==> src/rtl/nmx1_pkg.sv <==
// Shared types and constants for the NEUROMORPHIC_X1 bus initiator.
// The ERR state exists only when NMX1_TIMEOUT_EN is defined.
package nmx1_pkg;

  localparam int NMX1_DW = 32;
  localparam int NMX1_AW = 32;
  localparam int NMX1_SW = 4;

  localparam logic NMX1_RWB_READ  = 1'b1;
  localparam logic NMX1_RWB_WRITE = 1'b0;

  typedef enum logic [2:0] {
    ST_IDLE,
    ST_WAIT,
    ST_RESP,
    ST_DRAIN
`ifdef NMX1_TIMEOUT_EN
    , ST_ERR
`endif
  } nmx1_init_state_e;

endpackage

==> src/rtl/nmx1_timeout_ctr.sv <==
// Cycle counter bounding how long EN may stay high without func_ack.
// Used only when NMX1_TIMEOUT_EN is defined.
module nmx1_timeout_ctr #(
  parameter int TIMEOUT_CYCLES = 255
) (
  input  logic clk,
  input  logic rst,
  input  logic clr,
  input  logic run,
  output logic expired
);

  localparam int CW = $clog2(TIMEOUT_CYCLES + 1);

  logic [CW-1:0] cnt;

  always_ff @(posedge clk or posedge rst) begin
    if (rst)                   cnt <= '0;
    else if (clr)              cnt <= '0;
    else if (run && !expired)  cnt <= cnt + 1'b1;
  end

  // Fires during the TIMEOUT_CYCLES-th EN cycle so EN drops right after it.
  assign expired = run && (cnt == CW'(TIMEOUT_CYCLES - 1));

endmodule

==> src/rtl/nmx1_bus_initiator.sv <==
// Wishbone-classic slave to NEUROMORPHIC_X1 macro port initiator.
// Optional EN watchdog and wb_err response enabled by NMX1_TIMEOUT_EN.
module nmx1_bus_initiator
  import nmx1_pkg::*;
#(
  parameter int                 TIMEOUT_CYCLES = 255,
  parameter logic [NMX1_DW-1:0] ERR_DATA       = 32'hDEAD_BEEF
) (
  input  logic               CLKin,
  input  logic               RSTin,
  input  logic               wb_cyc_i,
  input  logic               wb_stb_i,
  input  logic               wb_we_i,
  input  logic [NMX1_AW-1:0] wb_adr_i,
  input  logic [NMX1_DW-1:0] wb_dat_i,
  input  logic [NMX1_SW-1:0] wb_sel_i,
  output logic [NMX1_DW-1:0] wb_dat_o,
  output logic               wb_ack_o,
  output logic               wb_err_o,
  output logic               EN,
  output logic               R_WB,
  output logic [NMX1_DW-1:0] DI,
  output logic [NMX1_AW-1:0] AD,
  output logic [NMX1_SW-1:0] SEL,
  input  logic [NMX1_DW-1:0] DO,
  input  logic               func_ack,
  output logic               busy_o,
  output logic               spur_ack_o
);

  nmx1_init_state_e state_q, state_d;
  logic             en_d;
  logic             load;
  logic             cap;
  logic             expired;
  logic [NMX1_DW-1:0] dat_q;

`ifdef NMX1_TIMEOUT_EN
  logic from_drain_q;
  logic err_vis;

  nmx1_timeout_ctr #(.TIMEOUT_CYCLES(TIMEOUT_CYCLES)) u_to (
    .clk     (CLKin),
    .rst     (RSTin),
    .clr     (state_q == ST_IDLE),
    .run     ((state_q == ST_WAIT) || (state_q == ST_DRAIN)),
    .expired (expired)
  );

  // An abandoned transfer that times out must stay silent on the bus.
  always_ff @(posedge CLKin or posedge RSTin) begin
    if (RSTin) from_drain_q <= 1'b0;
    else       from_drain_q <= (state_q == ST_DRAIN);
  end

  assign err_vis  = (state_q == ST_ERR) && !from_drain_q;
  assign wb_err_o = err_vis;
  assign wb_dat_o = err_vis ? ERR_DATA : dat_q;
`else
  logic unused_cfg;
  assign unused_cfg = ^{ERR_DATA, TIMEOUT_CYCLES[0]};
  assign expired    = 1'b0;
  assign wb_err_o   = 1'b0;
  assign wb_dat_o   = dat_q;
`endif

  assign wb_ack_o = (state_q == ST_RESP);
  assign busy_o   = (state_q != ST_IDLE);

  always_ff @(posedge CLKin or posedge RSTin) begin
    if (RSTin) state_q <= ST_IDLE;
    else       state_q <= state_d;
  end

  always_comb begin
    state_d = state_q;
    en_d    = EN;
    load    = 1'b0;
    cap     = 1'b0;
    unique case (state_q)
      ST_IDLE: if (wb_cyc_i && wb_stb_i) begin
        load    = 1'b1;
        en_d    = 1'b1;
        state_d = ST_WAIT;
      end
      // Completion wins over a simultaneous cyc drop or timeout.
      ST_WAIT: if (func_ack) begin
        en_d    = 1'b0;
        cap     = (R_WB == NMX1_RWB_READ);
        state_d = ST_RESP;
      end else if (expired) begin
        en_d    = 1'b0;
`ifdef NMX1_TIMEOUT_EN
        state_d = ST_ERR;
`else
        state_d = ST_IDLE;
`endif
      end else if (!wb_cyc_i) begin
        state_d = ST_DRAIN;
      end
      ST_DRAIN: if (func_ack) begin
        en_d    = 1'b0;
        state_d = ST_IDLE;
      end else if (expired) begin
        en_d    = 1'b0;
`ifdef NMX1_TIMEOUT_EN
        state_d = ST_ERR;
`else
        state_d = ST_IDLE;
`endif
      end
      ST_RESP: state_d = ST_IDLE;
`ifdef NMX1_TIMEOUT_EN
      ST_ERR:  state_d = ST_IDLE;
`endif
      default: begin
        en_d    = 1'b0;
        state_d = ST_IDLE;
      end
    endcase
  end

  always_ff @(posedge CLKin or posedge RSTin) begin
    if (RSTin) begin
      EN         <= 1'b0;
      R_WB       <= 1'b0;
      AD         <= '0;
      DI         <= '0;
      SEL        <= '0;
      dat_q      <= '0;
      spur_ack_o <= 1'b0;
    end else begin
      EN <= en_d;
      if (load) begin
        R_WB <= wb_we_i ? NMX1_RWB_WRITE : NMX1_RWB_READ;
        AD   <= wb_adr_i;
        DI   <= wb_dat_i;
        SEL  <= wb_sel_i;
      end
      if (cap) dat_q <= DO;
      if (func_ack && !EN) spur_ack_o <= 1'b1;
    end
  end

endmodule
==> config.mk <==
export PLATFORM = sky130hd
export DESIGN_NAME = nmx1_bus_initiator
export DESIGN_NICKNAME = d
export VERILOG_FILES = /design/src/rtl/nmx1_pkg.sv /design/src/rtl/nmx1_timeout_ctr.sv /design/src/rtl/nmx1_bus_initiator.sv
export SDC_FILE = /design/constraint.sdc
export NUM_CORES = 1
export LEC_CHECK = 0
export ABC_AREA = 1
export CAP_MARGIN = 25
export CORE_MARGIN = 8
export CORE_UTILIZATION = 43
export CTS_CLUSTER_SIZE = 25
export DETAILED_ROUTE_END_ITERATION = 7
export GPL_TIMING_DRIVEN = 1
export PLACE_DENSITY = 0.86
export SYNTH_ARGS = -nofsm -noshare
export SYNTH_HDL_FRONTEND = slang
export SYNTH_HIERARCHICAL = 1
export SYNTH_SLANG_ARGS = --single-unit
==> constraint.sdc <==
create_clock -name CLKin -period 7.9 [get_ports CLKin]
set_input_delay 1.975 -clock CLKin [delete_from_list [all_inputs] [get_ports CLKin]]
set_output_delay 1.975 -clock CLKin [all_outputs]
set_load 0.02 [all_outputs]
### Yosys cells after proc, flatten, opt, wreduce, memory -nomap -nowiden

Index checks and enable logic that the tools add are counted.

* register bits after elaboration: 106
* input bits: 106
* output and inout port bits: 106
* logic and storage cells: 37

* equality and inequality tests: 7
* muxes and demuxes: 13
* bitwise logic cells: 1
* reduce and logical (&&, ||, !) cells: 8

Operators by type and width (count)
* two-way mux 3 bit: 4
* case mux 3 bit (3 select lines): 1
* two-way mux 1 bit: 7
* == test 3 x 2 -> 1 bit, second input constant: 2
* AND reduction 3 bit: 2
* inequality test 2 bit, second input constant: 2
* == test 3 x 1 -> 1 bit, second input constant: 1
* zero test 3 bit: 1
* inequality test 3 bit, second input constant: 1
* case mux 1 bit (3 select lines): 1
* nonzero test 3 bit: 1
* logical AND 1 bit: 2
* inequality test 2 x 1 -> 1 bit, second input constant: 1
* OR reduction 2 bit: 1
* zero test 1 bit: 1
* NOT 1 bit: 1

### Depth between registers and ports, before layout

Gate-level depths: netlist of the first run.

* depth in word-level cells: 4
* mapped depth: 6
* depth with buffers taken out: 5

### Worst setup path before layout of the first run

OpenSTA, ideal clock, no wires.

* path kind: register to output
* start point: reg state_q[0]
* end point: out busy_o
* data arrival time: 1.044 ns
* data required time: 5.925 ns
* slack: 4.881 ns
* stages on the path, launching flop included: 4
* path buffers: 1
* path through: dfrtp_1 -> nor2_4 -> buf_1 -> inv_1

* cells in the longest elaborated chain, start to end: 1

Ends and longest elaborated chain
* start: declaration: line nmx1_bus_initiator.sv:31 `nmx1_init_state_e state_q, state_d;`
* start signal: assignment: line nmx1_bus_initiator.sv:72 `else state_q <= state_d;`
* nonzero test 3 bit: line nmx1_bus_initiator.sv:68 `assign busy_o = (state_q != ST_IDLE);`
* end: declaration: line nmx1_bus_initiator.sv:27 `output logic busy_o,`

No other way between the ends.

### Worst setup path after layout of the first run

Ends and elaborated chain as after synthesis.

==> metrics.md, run 1 <==
| Metric | Value |
|---|---|
| Antenna violations before repair | `0` |
| Total global routing overflow | `0` |
| Commonest non-fill, non-tap cells in the layout | `sky130_fd_sc_hd__clkdlybuf4s50_1 (210), sky130_fd_sc_hd__nand2_1 (209), sky130_fd_sc_hd__dfrtp_1 (105)` |
| Cell at the root of the clock tree | `sky130_fd_sc_hd__clkbuf_8` |
| Max-slew violation count | `0` |
| Number of levels in the clock H-tree | `3` |
| Synthesized net count | `573` |
| Outcome | `completed` |
| Routed via count divided by cell count | `4.845` |
| Post-route antenna net violation count | `0` |
| Stage delay of the slowest cell on the critical path | `560 ps` |
| Count of antenna diodes in the layout | `0` |
| Standard-cell row count | `36` |
| Top-level I/O count | `212` |
| Die extent in y | `114.4 um` |
| Count of final hold-check violations | `0` |
| Gate Count Post-Synth | `467` |
| Setup violation total in the final timing report | `0` |
| Seq/Total Area, Yosys | `0.6316` |
| GRT Total Usage | `0.1975` |
| Data required time at the worst endpoint | `5930 ps` |
| Area growth, synth to finish | `56.78%` |
| Num CTS Buffers | `9` |
| Worst Reg-to-Reg Cells | `6` |
| Nature of the critical path startpoint | `register` |
| Time the final worst path needs with I/O delays and setup | `4141 ps` |
| Number of nets in the layout | `768` |
| Count of different cell masters after synthesis | `18` |
| Setup Skew | `8.647 ps` |
| HP Class | `register to register` |
| Floorplan die width | `114.4 um` |
| Placed inst area | `6329 sq um` |
| Clock tree from TritonCTS | `built` |
| Critical Path Fanout Max | `71` |
| Clk buf depth | `2` |
| Startpoint of the most critical hold path | `AD[21]` |
| Resized Gates After CTS | `0` |
| Area taken by flip-flops and latches | `2628 sq um` |
| Max Fclk | `0.2415 GHz` |
| Sum of negative setup slack | `0 ps` |
| Slew of the pin with the lowest slew margin | `748.4 ps` |
| Number of global-route vias before repair | `4,075` |
| RSZ-0062 raised after global routing | `false` |
| Post-layout instance area | `6523 sq um` |
| Clk_lat worst skew | `350 ps` |
| Placeable core area | `9594 sq um` |
| Mean area per synthesized cell | `8.908 sq um` |
| Number of instances on the worst hold path | `2` |
| CP Launch Point | `state_q[0]` |
| Layout cells sized above 1 | `0.03898` |
| Last weighted congestion value of the routability-driven placer | `0.7960` |
| Crit Reg-Reg Startpoint | `state_q[0]` |
| Relative slew slack | `0.5011` |
| Reg2Reg Setup Slack | `5890 ps` |
| Reg-to-reg endpoint | `R_WB` |
| Hold WS | `474.5 ps` |
| Final Cycle Share | `0.5242` |
| Via count | `3,876` |
| Post-CTS setup buffers | `0` |
| Total wirelength of the detailed-routed design | `12,950 um` |
| First-pass GRT wire length | `20,350 um` |
| Seq cells post-synth | `105` |
| MaxCap Viol Count | `0` |
| Terminating pin of the worst hold path | `AD[21]` |
| Leakage power total | `0.003167 uW` |
| Sink count of the clock tree | `105` |
| Multi-input combinational cell area | `1359 sq um` |
| Initial standard-cell utilization of the core | `0.4336` |
| Type of the setup path with the least slack | `register to output port` |
| Worst vdd ir | `192.2 uV` |
| Router iterations before antenna repair | `5` |
| Post-Synthesis Cell Area | `4160 sq um` |
| Crit path arrival time | `2170 ps` |
| Hold buffer count at CTS | `0` |
| Kind of end point of the critical path | `output port` |
| Crit path cell chain | `nor2_4 -> buf_4 -> inv_1 -> clkdlybuf4s50_1` |
| Slowest cell on crit path | `sky130_fd_sc_hd__clkdlybuf4s50_1` |
| Yosys synthesis warning count | `6` |
| Iter 0 DRT Violations | `285` |
| Floorplan die area | `13,080 sq um` |
| WL/cell | `16.19 um` |
| Maximum number of pins on one net before global-route repair | `72` |
| # port buffers | `210` |
| Power per cell area | `388.3 nW/um^2` |
| Detailed-route DRC error count | `0` |
| Layout fillers | `770` |
| Commonest non-fill, non-tap cell in the layout | `sky130_fd_sc_hd__clkdlybuf4s50_1` |
| Hpwl dp | `9392 um` |
| Clock edge transition at the registers on the reported setup and hold paths | `90 ps` |
-- cell families after synthesis --
kind of cell           Yosys count  share of synthesized area
and+or+nand+nor                317                     0.3191
DFF                            105                     0.6316
buffers and inverters           40                    0.04301
AOI/OAI and AO/OA                4                   0.005413
other                            1                  0.0009014
-- layer usage --
metal  global-route usage  part of all wire  vias up
met2               0.3340              0.50      157
met1               0.2262              0.40     1836
met3              0.06804             0.085       17
met4              0.07365             0.017        0
li1                     -                 -     1866
met5                    0                 0        -
-- area by class of cell --
type | count | share of cell area
Clock buffer | 13 | 0.02436
Inverter | 9 | 0.005563
Tap cell | 133 | 0.02551
Sequential cell | 105 | 0.4028
Clock inverter | 3 | 0.002302
Timing Repair Buffer | 215 | 0.3311
Multi-Input combinational cell | 322 | 0.2083
-- through the flow --
stage	cells	setup WS (ps)	total power, uW	util
floorplan	467	3164	1570	-
global placement	782	3764	2202	0.6581
detailed placement	783	3742	2254	0.6596
CTS	799	3719	2563	0.6778
global route	800	3615	2699	0.6798
finish	800	3759	2533	0.6798
-- critical path, delay by kind of cell, from the launching register on --
| kind | cells | cell delay [ps] |
|---|---|---|
| AND/OR/NAND/NOR | 1 | 120 |
| buffers and inverters | 3 | 1190 |
| flip-flops | 1 | 460 |
-- power by group --
group | internal, uW | switching, uW
clock | 131 | 173
sequential | 781 | 140
combinational | 577 | 731
-- how the worst max path moves through the flow --
stage	to	slack (ps)	cells after the start
global placement	R_WB	3760	7
detailed placement	AD[7]	3740	7
global route	busy_o	3610	4
CTS	busy_o	3720	4
floorplan	AD[0]	3160	1
finish	busy_o	3760	4
-- sequential cells by signal (all words and copies together), names as in the netlist --
name and flops:
DI 32, EN 1, SEL 4, AD 32, state_q 2, spur_ack_o 1
R_WB 1, wb_dat_o 32
-- cell usage after synthesis --
master,instances,area [sq um]
sky130_fd_sc_hd__nand2_1,210,788.3
sky130_fd_sc_hd__dfrtp_1,105,2628
sky130_fd_sc_hd__nand3_1,101,505.5
sky130_fd_sc_hd__buf_2,20,100.1
sky130_fd_sc_hd__inv_1,7,26.28
sky130_fd_sc_hd__buf_1,6,22.52
sky130_fd_sc_hd__clkbuf_1,4,15.01
sky130_fd_sc_hd__nor2_1,3,11.26
sky130_fd_sc_hd__o21ai_1,2,10.01
sky130_fd_sc_hd__buf_4,1,7.510
sky130_fd_sc_hd__clkinv_1,1,3.750
sky130_fd_sc_hd__conb_1,1,3.750
sky130_fd_sc_hd__inv_2,1,3.750
sky130_fd_sc_hd__nand2_2,1,6.260
sky130_fd_sc_hd__nor2_4,1,11.26
sky130_fd_sc_hd__nor3_1,1,5.000
sky130_fd_sc_hd__o21ai_0,1,5.000
sky130_fd_sc_hd__o21bai_1,1,7.510
Note: power is estimated with default switching activity, not from simulation.
==> run 2, diff against run 1 <==
- CORE_UTILIZATION: 43 -> 40
- PLACE_DENSITY: 0.86 -> 0.8
- clock period: 7.9 -> 4.3 ns (I/O delays scaled with it)
==> run 2 against run 1 <==
  * Global-route usage fell by 0.99 points
  * Critical path type unchanged
  * First-iteration DRC count rose by 54%
  * Critical path depth fell by 1
  * Final cell count rose by 0.25%
  * Design area rose by 0.50%
  * Sequential cell count did not move
  * Largest power group unchanged
  * Critical endpoint is now wb_ack_o
  * Worst hold slack barely moved
  * Clock skew rose by 1.1 ps
  * Sequential power rose by 86%
  * Non-clock buffer count did not move
==> metrics.md, run 2 (synthesis gave the netlist of run 1 again) <==
| Metric | Value |
|---|---|
| Reg2Reg Setup Slack | `1700 ps` |
| Hold buffer count at CTS | `0` |
| Data required time at the worst endpoint | `3220 ps` |
| Iter 0 DRT Violations | `438` |
| Power per cell area | `725.9 nW/um^2` |
| Post-route antenna net violation count | `0` |
| Layout cells sized above 1 | `0.03754` |
| HP Class | `register to register` |
| Last weighted congestion value of the routability-driven placer | `0.8084` |
| Clk_lat worst skew | `350 ps` |
| Slew of the pin with the lowest slew margin | `849.6 ps` |
| Slowest cell on crit path | `sky130_fd_sc_hd__clkdlybuf4s50_1` |
| Via count | `3,855` |
| Final Total Pwr | `4759 uW` |
| # port buffers | `210` |
| Num CTS Buffers | `9` |
| RSZ-0062 raised after global routing | `false` |
| Hpwl dp | `9472 um` |
| Placeable core area | `10,230 sq um` |
| Time the final worst path needs with I/O delays and setup | `2722 ps` |
| Commonest non-fill, non-tap cell in the layout | `sky130_fd_sc_hd__clkdlybuf4s50_1` |
| Nature of the critical path startpoint | `register` |
| Router iterations before antenna repair | `4` |
| Commonest non-fill, non-tap cells in the layout | `sky130_fd_sc_hd__clkdlybuf4s50_1 (210), sky130_fd_sc_hd__nand2_1 (209), sky130_fd_sc_hd__dfrtp_1 (105)` |
| Number of nets in the layout | `768` |
| Clk buf depth | `2` |
| GRT Total Usage | `0.1876` |
| Count of final hold-check violations | `0` |
| Total wirelength of the detailed-routed design | `13,130 um` |
| Cell family with most CP delay | `buffers and inverters` |
| GR Util met1 | `0.2346` |
| Met3 Usage GRT | `0.06187` |
| Number of global-route vias before repair | `3,956` |
| Type of the setup path with the least slack | `register to output port` |
| Sink count of the clock tree | `105` |
| Number of levels in the clock H-tree | `3` |
| MaxCap Viol Count | `0` |
| Clock tree from TritonCTS | `built` |
| Crit path cell chain | `inv_1 -> nor2_1 -> clkdlybuf4s50_1` |
| Routed via count divided by cell count | `4.807` |
| Initial standard-cell utilization of the core | `0.4066` |
| Outcome | `completed` |
| Leakage power total | `0.003179 uW` |
| Crit path buffers/inverters | `2` |
| Max-slew violation count | `0` |
| Maximum number of pins on one net before global-route repair | `106` |
| Area growth, synth to finish | `57.56%` |
| Met2 layer usage reported by global route | `0.3008` |
| Stage delay of the slowest cell on the critical path | `620 ps` |
| Highest-utilization routing layer at the global route stage | `met2` |
| Detailed-route DRC error count | `0` |
| Setup violation total in the final timing report | `0` |
| WL/cell | `16.37 um` |
| Sum of negative setup slack | `0 ps` |
| Top-level I/O count | `212` |
| Crit path arrival time | `1650 ps` |
| Placed inst area | `6345 sq um` |
| Max Fclk | `0.3673 GHz` |
| Antenna violations before repair | `0` |
| Resized Gates After CTS | `0` |
| Worst vdd ir | `307.2 uV` |
| Relative slew slack | `0.4316` |
| Number of cells in the design after placement | `787` |
| Count of antenna diodes in the layout | `0` |
| Die extent in y | `118.0 um` |
| Critical Path Fanout Max | `5` |
| Kind of end point of the critical path | `output port` |
| Floorplan die width | `118.0 um` |
| First-pass GRT wire length | `21,250 um` |
| Cell at the root of the clock tree | `sky130_fd_sc_hd__clkbuf_8` |
| Final Cycle Share | `0.6331` |
| Floorplan die area | `13,920 sq um` |
| Post-layout instance area | `6555 sq um` |
| Post-CTS setup buffers | `0` |
| Standard-cell row count | `37` |
| Total global routing overflow | `0` |
| Final core utilization | `0.6407` |
| Setup Skew | `9.767 ps` |
| Clock edge transition at the registers on the reported setup and hold paths | `90 ps` |
| Number of standard cells in the layout, taps in and fillers out | `802` |
## run 2: cell count changes in the layout (fill, tap and decap cells not counted)
cell / delta
sky130_fd_sc_hd__clkinv_2: -2
sky130_fd_sc_hd__clkbuf_8: -1
sky130_fd_sc_hd__buf_8: -1
sky130_fd_sc_hd__buf_4: +1
sky130_fd_sc_hd__bufinv_16: +2
## run 2: final timing paths
check	startpoint	endpoint	cells after the start
hold reg to reg	wb_dat_o[17]	wb_dat_o[17]	2
max in group asynchronous	RSTin	AD[23]	3
setup reg to reg	state_q[0]	AD[3]	6
hold / removal	wb_dat_o[17]	wb_dat_o[17]	2
min in group asynchronous	RSTin	AD[26]	3
setup / recovery	state_q[1]	wb_ack_o	3
## run 2: worst min-delay path, cell delays in order, from the launching register on
cell                      delay [ps]
sky130_fd_sc_hd__dfrtp_1         350
sky130_fd_sc_hd__nand2_1          50
sky130_fd_sc_hd__nand2_1          50
## run 2: metal layers
metal / wire length, um / share of wire / vias up
li1: - / - / 1865
met1: 5825 / 0.44 / 1813
met2: 6148 / 0.47 / 166
met3: 1006 / 0.077 / 11
met4: 151 / 0.011 / 0
met5: 0 / 0 / -
## run 2: through the flow
stage,worst slack [ps],hold WS (ps)
after global placement,1362,453.1
final,1578,475.0
after CTS,1542,480.5
after detailed placement,1304,458.5
after global routing,1447,501.6
after floorplan,464.5,577.3
## run 2: final cells by class
cell class | count | area, sq um
Fill cell | 858 | 3676
Sequential cell | 105 | 2628
Timing Repair Buffer | 215 | 2152
Multi-Input combinational cell | 322 | 1359
Tap cell | 136 | 170.2
Clock buffer | 12 | 145.1
Clock inverter | 3 | 65.06
Inverter | 9 | 36.28
## run 2: report_power, final
part,leakage (uW),internal (uW),switching [uW]
Sequential,0.00131,1440,278
Combinational,0.00176,1050,1330
Clock,0.000106,341,314
Total,0.00318,2830,1930
